### src/rtl/keypad_scanner_if.sv
// Purpose : signal bundle between the 4x4 keypad scanner and its surroundings
//           (keypad pins, entry clear, decoded key outputs).
// Ports   : master = scanner side (drives rows and key outputs),
//           slave  = keypad/consumer side (drives columns and clr_entry).
interface keypad_scanner_if;
  logic [3:0]  col;        // keypad columns, active-low, asynchronous
  logic        clr_entry;  // synchronous clear of entry_reg
  logic [3:0]  row;        // keypad rows, active-low, one-cold
  logic        key_valid;  // one-cycle pulse per accepted key
  logic [3:0]  key_code;   // last accepted key {row, col}
  logic [15:0] entry_reg;  // last four codes, newest in [3:0]
  logic        key_held;   // high while a key is held down

  modport master (
    input  col, clr_entry,
    output row, key_valid, key_code, entry_reg, key_held
  );

  modport slave (
    output col, clr_entry,
    input  row, key_valid, key_code, entry_reg, key_held
  );
endinterface

### src/rtl/keypad_scanner.sv
// Purpose : 4x4 matrix keypad scanner with press/release debounce and a
//           four-digit entry shift register.
// Latency : key_valid pulses 2 sync + remaining row dwell + DEBOUNCE_CYCLES + 1
//           cycles after col settles; no backpressure (pulse is not held).
// Ports   : clk, rst (sync, active-high); kp (master modport) carries col and
//           clr_entry in, row/key_valid/key_code/entry_reg/key_held out.
module keypad_scanner #(
  parameter int SCAN_CYCLES     = 25000,
  parameter int DEBOUNCE_CYCLES = 500000
) (
  input  logic               clk,
  input  logic               rst,
  keypad_scanner_if.master   kp
);

  localparam int SW = (SCAN_CYCLES > 1) ? $clog2(SCAN_CYCLES) : 1;
  localparam int DW = (DEBOUNCE_CYCLES > 1) ? $clog2(DEBOUNCE_CYCLES) : 1;
  localparam logic [SW-1:0] SCAN_LAST = SW'(SCAN_CYCLES - 1);
  localparam logic [DW-1:0] DB_LAST   = DW'(DEBOUNCE_CYCLES - 1);

  typedef enum logic [1:0] {
    S_SCAN     = 2'd0,
    S_DEBOUNCE = 2'd1,
    S_HOLD     = 2'd2,
    S_RELEASE  = 2'd3
  } state_t;

  state_t        r_state;
  logic [3:0]    r_sync1;
  logic [3:0]    r_sync2;     // col_s: the only column value used internally
  logic [1:0]    r_row_idx;
  logic [SW-1:0] r_dwell;
  logic [DW-1:0] r_db_cnt;    // shared by DEBOUNCE and RELEASE
  logic [3:0]    r_pat;       // column pattern latched at detection
  logic          r_key_valid;
  logic [3:0]    r_key_code;
  logic [15:0]   r_entry;

  state_t        w_state_nxt;
  logic [1:0]    w_row_idx_nxt;
  logic [SW-1:0] w_dwell_nxt;
  logic [DW-1:0] w_db_cnt_nxt;
  logic [3:0]    w_pat_nxt;
  logic          w_accept;
  logic          w_single;
  logic [3:0]    w_code;

  // Column index of the single low bit; only meaningful when w_single is set.
  function automatic logic [1:0] col_index(input logic [3:0] p);
    case (p)
      4'b1110: return 2'd0;
      4'b1101: return 2'd1;
      4'b1011: return 2'd2;
      4'b0111: return 2'd3;
      default: return 2'd0;
    endcase
  endfunction

  // A press is only decodable when exactly one column is pulled low;
  // anything else is a multi-key chord and is swallowed silently.
  assign w_single = ($countones(~r_pat) == 1);
  assign w_code   = {r_row_idx, col_index(r_pat)};

  // State register and datapath registers.
  always_ff @(posedge clk) begin
    if (rst) begin
      r_state     <= S_SCAN;
      r_sync1     <= 4'hF;
      r_sync2     <= 4'hF;
      r_row_idx   <= 2'd0;
      r_dwell     <= '0;
      r_db_cnt    <= '0;
      r_pat       <= 4'hF;
      r_key_valid <= 1'b0;
      r_key_code  <= 4'h0;
      r_entry     <= 16'h0000;
    end else begin
      r_sync1     <= kp.col;
      r_sync2     <= r_sync1;
      r_state     <= w_state_nxt;
      r_row_idx   <= w_row_idx_nxt;
      r_dwell     <= w_dwell_nxt;
      r_db_cnt    <= w_db_cnt_nxt;
      r_pat       <= w_pat_nxt;
      r_key_valid <= w_accept;
      if (w_accept) begin
        r_key_code <= w_code;
      end
      // An accept on the same edge as a clear leaves only the new code.
      if (w_accept) begin
        r_entry <= kp.clr_entry ? {12'h000, w_code} : {r_entry[11:0], w_code};
      end else if (kp.clr_entry) begin
        r_entry <= 16'h0000;
      end
    end
  end

  // Next-state and counter logic.
  always_comb begin
    w_state_nxt   = r_state;
    w_row_idx_nxt = r_row_idx;
    w_dwell_nxt   = r_dwell;
    w_db_cnt_nxt  = r_db_cnt;
    w_pat_nxt     = r_pat;
    w_accept      = 1'b0;
    case (r_state)
      S_SCAN: begin
        if (r_dwell == SCAN_LAST) begin
          w_dwell_nxt = '0;
          if (r_sync2 != 4'hF) begin
            // Freeze the row and start debouncing this exact pattern.
            w_state_nxt  = S_DEBOUNCE;
            w_pat_nxt    = r_sync2;
            w_db_cnt_nxt = '0;
          end else begin
            w_row_idx_nxt = r_row_idx + 2'd1;
          end
        end else begin
          w_dwell_nxt = r_dwell + SW'(1);
        end
      end
      S_DEBOUNCE: begin
        if (r_sync2 != r_pat) begin
          w_state_nxt   = S_SCAN;
          w_row_idx_nxt = r_row_idx + 2'd1;
          w_dwell_nxt   = '0;
        end else if (r_db_cnt == DB_LAST) begin
          w_state_nxt = S_HOLD;
          w_accept    = w_single;
        end else begin
          w_db_cnt_nxt = r_db_cnt + DW'(1);
        end
      end
      S_HOLD: begin
        if (r_sync2 == 4'hF) begin
          w_state_nxt  = S_RELEASE;
          w_db_cnt_nxt = '0;
        end
      end
      S_RELEASE: begin
        if (r_sync2 != 4'hF) begin
          w_state_nxt = S_HOLD;
        end else if (r_db_cnt == DB_LAST) begin
          w_state_nxt   = S_SCAN;
          w_row_idx_nxt = r_row_idx + 2'd1;
          w_dwell_nxt   = '0;
        end else begin
          w_db_cnt_nxt = r_db_cnt + DW'(1);
        end
      end
      default: begin
        w_state_nxt = S_SCAN;
      end
    endcase
  end

  // Output logic.
  always_comb begin
    kp.row       = ~(4'b0001 << r_row_idx);
    kp.key_held  = (r_state == S_HOLD);
    kp.key_valid = r_key_valid;
    kp.key_code  = r_key_code;
    kp.entry_reg = r_entry;
  end

endmodule

### src/flat_wrapper.sv
// flat-port wrapper written by rule: the top's interface ports become plain ports
module keypad_scanner_flat 
#(
  parameter int SCAN_CYCLES     = 25000,
  parameter int DEBOUNCE_CYCLES = 500000
)
  (clk, rst, kp_col, kp_clr_entry, kp_row, kp_key_valid, kp_key_code, kp_entry_reg, kp_key_held);
  keypad_scanner_if kp_i ();
  input  logic clk;
  input  logic rst;
  input wire logic [$bits(kp_i.col)-1:0] kp_col;
  input wire logic [$bits(kp_i.clr_entry)-1:0] kp_clr_entry;
  output wire logic [$bits(kp_i.row)-1:0] kp_row;
  output wire logic [$bits(kp_i.key_valid)-1:0] kp_key_valid;
  output wire logic [$bits(kp_i.key_code)-1:0] kp_key_code;
  output wire logic [$bits(kp_i.entry_reg)-1:0] kp_entry_reg;
  output wire logic [$bits(kp_i.key_held)-1:0] kp_key_held;
  assign kp_i.col = kp_col;
  assign kp_i.clr_entry = kp_clr_entry;
  assign kp_row = kp_i.row;
  assign kp_key_valid = kp_i.key_valid;
  assign kp_key_code = kp_i.key_code;
  assign kp_entry_reg = kp_i.entry_reg;
  assign kp_key_held = kp_i.key_held;
  keypad_scanner #(.SCAN_CYCLES(SCAN_CYCLES), .DEBOUNCE_CYCLES(DEBOUNCE_CYCLES)) u_core (.clk(clk), .rst(rst), .kp(kp_i));
endmodule
### config.mk
export PLATFORM = sky130hd
export DESIGN_NAME = keypad_scanner_flat
export DESIGN_NICKNAME = d
export VERILOG_FILES = /design/src/rtl/keypad_scanner_if.sv /design/src/rtl/keypad_scanner.sv /design/src/flat_wrapper.sv
export SDC_FILE = /design/constraint.sdc
export NUM_CORES = 1
export LEC_CHECK = 0
export CORE_MARGIN = 2
export CORE_UTILIZATION = 52
export DETAILED_ROUTE_END_ITERATION = 6
export PLACE_DENSITY_LB_ADDON = 0.2
export SKIP_CTS_REPAIR_TIMING = 1
export SYNTH_ARGS = -nofsm -noshare
export SYNTH_HDL_FRONTEND = slang
export SYNTH_SLANG_ARGS = --single-unit
### constraint.sdc
create_clock -name clk -period 2.5 [get_ports clk]
set_input_delay 0.25 -clock clk [delete_from_list [all_inputs] [get_ports clk]]
set_output_delay 0.25 -clock clk [all_outputs]
set_load 0.05 [all_outputs]
==> flow_metrics.py, run 1 <==
metrics = {
    "global_routing": {
        "grt_pass1_vias": 2948,
        "overflow": 0,
        "grt_max_degree": 44,
        "grt_usage_pct": 22.3,
        "antenna_found_initial": 0,
        "grt_pass1_wl_mm": 13.4,
    },
    "cells_and_area": {
        "regArea_um2": 1430,
        "antenna_cells": 0,
        "fin_cells": 571,
        "largest_reg_flops": 19,
        "multi_input_area_um2": 2070,
        "finalInstanceArea_um2": 4460,
        "area_delta_synth_final_pct": 26.6,
        "fillCellCount": 573,
        "drive_above_1_share_pct": 19.1,
        "final_core_util_pct": 66.8,
        "fin_nets": 508,
    },
    "logic_synthesis": {
        "synth_nets": 448,
        "async_flop_share_pct": 0,
        "synth_top_area_cell": "dfxtp_1",
        "yosys-top-cells-area": "dfxtp_1, a21oi_1, nand2_1",
        "ys_seq_area_share_pct": 40.3,
        "synth_cell_type_count": 54,
        "synth_seq_cells": 71,
        "synthCells": 426,
        "yosysWarningCount": 0,
        "synth_top_area_share_pct": 40.3,
        "avgSynthCellArea_um2": 8.27,
        "syn_area_um2": 3520,
        "synth_edf_count": 0,
        "synthFlopType": "dfxtp_1",
    },
    "timing": {
        "tightest_slew_ps": 786,
        "slew_headroom_pct": 47.6,
        "final.setup_skew_ps": 9.29,
        "tns_ps": 0,
        "final_max_slew_viol_count": 0,
        "hold_viol": 0,
        "maxClockFrequency_ghz": 0.413,
        "period_needed_ps": 2420,
        "period_share_pct": 96.8,
        "final-setup-viol-count": 0,
    },
    "worst_setup_path": {
        "path_class": "reg2reg",
        "worst_setup_path_start_kind": "register",
        "worstPathRequired_ps": 2800,
        "endpoint_kind": "register",
        "worstPathMaxFanout": 8,
        "cp.arrival_ps": 2720,
    },
    "detailed_routing": {
        "wl_met3_um": 405,
        "antenna_left": 0,
        "dr_wl_met2_mm": 3.83,
        "firstDrtPassIters": 5,
        "dr.first_iter.drc_count": 117,
        "via_per_inst": 5.71,
        "dr_total_vias": 3258,
        "wl_met1_mm": 3.74,
        "wl_mm": 8.15,
        "wl_per_cell_um": 14.3,
        "drcViolationCount": 0,
        "top_layer": "met4",
    },
    "power_and_ir_drop": {
        "p_leak_nw": 1.49,
        "p_per_area_nw_per_um2": 482,
        "peakVddDrop_uv": 275,
        "power.total_w": 0.00215,
    },
    "floorplan": {
        "die_x_um": 86.3,
        "num_rows": 30,
        "core_um2": 6680,
        "initial_core_util_pct": 52.8,
        "io-pin-count": 33,
        "fp.dieH_um": 86.3,
        "dieArea_um2": 7450,
    },
    "cts": {
        "cts_buffers": 9,
        "clk_latency_ps": 360,
        "ctsLongestPathBuffers": 2,
        "cts_tree": "done",
        "cts_max_level": 3,
        "clock-sinks": 71,
        "clk_pin_slew_ps": 80,
        "cts_root_buf": "clkbuf_8",
    },
    "placed_design": {
        "dp.cells": 546,
        "placed_area_um2": 4090,
        "gp_congestion": 0.871,
        "post-dp-hpwl_mm": 5.65,
        "port-buffer-count": 32,
    },
    "status": {
        "outcome": "complete, no violations",
    },
    "flow_run": {
        "cap_violations": 0,
    },
    "min_path": {
        "hp-class": "reg2reg",
    },
}
==> path summary, 6_finish.rpt <==
path | startpoint | end | slack, ps | cells after the start
worst max register to register | u_core.r_pat[3] | u_core.r_db_cnt[12] | 80 | 8
worst min-delay path | u_core.r_sync1[3] | u_core.r_sync2[3] | 410 | 1
worst min register to register | u_core.r_sync1[3] | u_core.r_sync2[3] | 410 | 1
worst max-delay path | u_core.r_pat[3] | u_core.r_db_cnt[12] | 80 | 8
==> Yosys cell counts (2+ instances only) <==
master    count
dfxtp_1      71
nand2_1      62
a21oi_1      48
nor2_1       31
o21ai_0      19
clkbuf_1     18
ha_1         14
inv_1        14
nand3_1      13
or4_1        12
or2_2        10
nand4_1       8
xor2_1        8
nand2b_1      7
o21a_1        7
and2_1        6
nor3_1        6
or3_1         6
a211o_1       5
o211ai_1      5
nor4_1        4
o31ai_1       4
and3_1        3
mux2i_1       3
nor4b_1       3
a211oi_1      2
a31oi_1       2
and4_1        2
buf_1         2
nand3b_1      2
nor2b_1       2
nor3b_1       2
nor4bb_1      2
o31a_1        2
or4b_2        2
==> cell type report <==
type,instances,share of cell area [%]
clock buffer,10,2.86
sequential,71,32.0
tap,80,2.24
timing repair buffer,70,13.6
multi-input combinational,320,46.4
inverter,14,1.23
clock inverter,6,1.57
==> kinds of logic (layout without fill, tap and decap cells) <==
group / count (synthesis) / count (layout) / share of synthesized area (%)
multiplexers: 4 / 4 / 1.17
XOR/XNOR: 9 / 9 / 2.24
adder cells (fa/ha/maj): 15 / 15 / 5.54
buffers and inverters: 35 / 100 / 3.76
AO/OA/AOI/OAI: 101 / 101 / 17.3
AND/OR/NAND/NOR: 191 / 191 / 29.7
flip-flops: 71 / 71 / 40.3
==> per-stage QoR <==
step,hold slack (ps),worst slack (ps)
finish,413,78.9
CTS,415,-102
global placement,391,28.4
global route,431,-67.0
detailed placement,395,-89.7
floorplan,354,29.5
==> per-layer routing <==
metal  GRT usage [%]  up-vias
met4            9.09        0
met1            29.4     1517
li1                -     1637
met2            36.0       87
met5               0        -
met3            4.19       17
==> power by group <==
| group | internal (W) | switching [W] | total [W] |
|---|---|---|---|
| clock network | 0.000466 | 0.000465 | 0.000930 |
| logic | 0.0000351 | 0.0000419 | 0.0000770 |
| registers | 0.00114 | 0.00000587 | 0.00114 |
| total | 0.00164 | 0.000512 | 0.00215 |
==> critical path: stages (launching register included) <==
cell and delay [ps]:
dfxtp_4 370, buf_4 130, xor2_1 160, or4_4 500, o31ai_1 220, buf_4 180
o211ai_4 120, or4_1 530, a21oi_1 140
==> placed cells by master (no fill, tap or decap), types with 4 or more instances in the layout <==
| cell | netlist | routed |
|---|---|---|
| or4_1 | 12 | 11 |
| clkdlybuf4s50_1 | 0 | 31 |
| or2_2 | 10 | 10 |
| and2_1 | 6 | 6 |
| buf_4 | 0 | 36 |
| ha_1 | 14 | 10 |
| o211ai_1 | 5 | 5 |
| or3_1 | 6 | 6 |
| nand4_1 | 8 | 8 |
| nand3_1 | 13 | 13 |
| o31ai_1 | 4 | 4 |
| nor2_1 | 31 | 30 |
| nand2_1 | 62 | 61 |
| nand2b_1 | 7 | 7 |
| o21ai_0 | 19 | 18 |
| dfxtp_1 | 71 | 67 |
| nor3_1 | 6 | 5 |
| a211o_1 | 5 | 5 |
| clkbuf_8 | 0 | 9 |
| nor4_1 | 4 | 4 |
| a21oi_1 | 48 | 46 |
| o21a_1 | 7 | 7 |
| xor2_1 | 8 | 8 |
| inv_1 | 14 | 10 |
(Power assumes the default switching activity.)
==> run 2: changes to the inputs <==
- CAP_MARGIN: unset -> 20
==> results of run 2 <==
Final layout, timing and power as in run 1 (identical DEF).
==> run 3: changes to the inputs <==
- CTS_CLUSTER_SIZE: unset -> 30
==> results of run 3 <==
Final layout, timing and power as in run 1 (identical DEF).
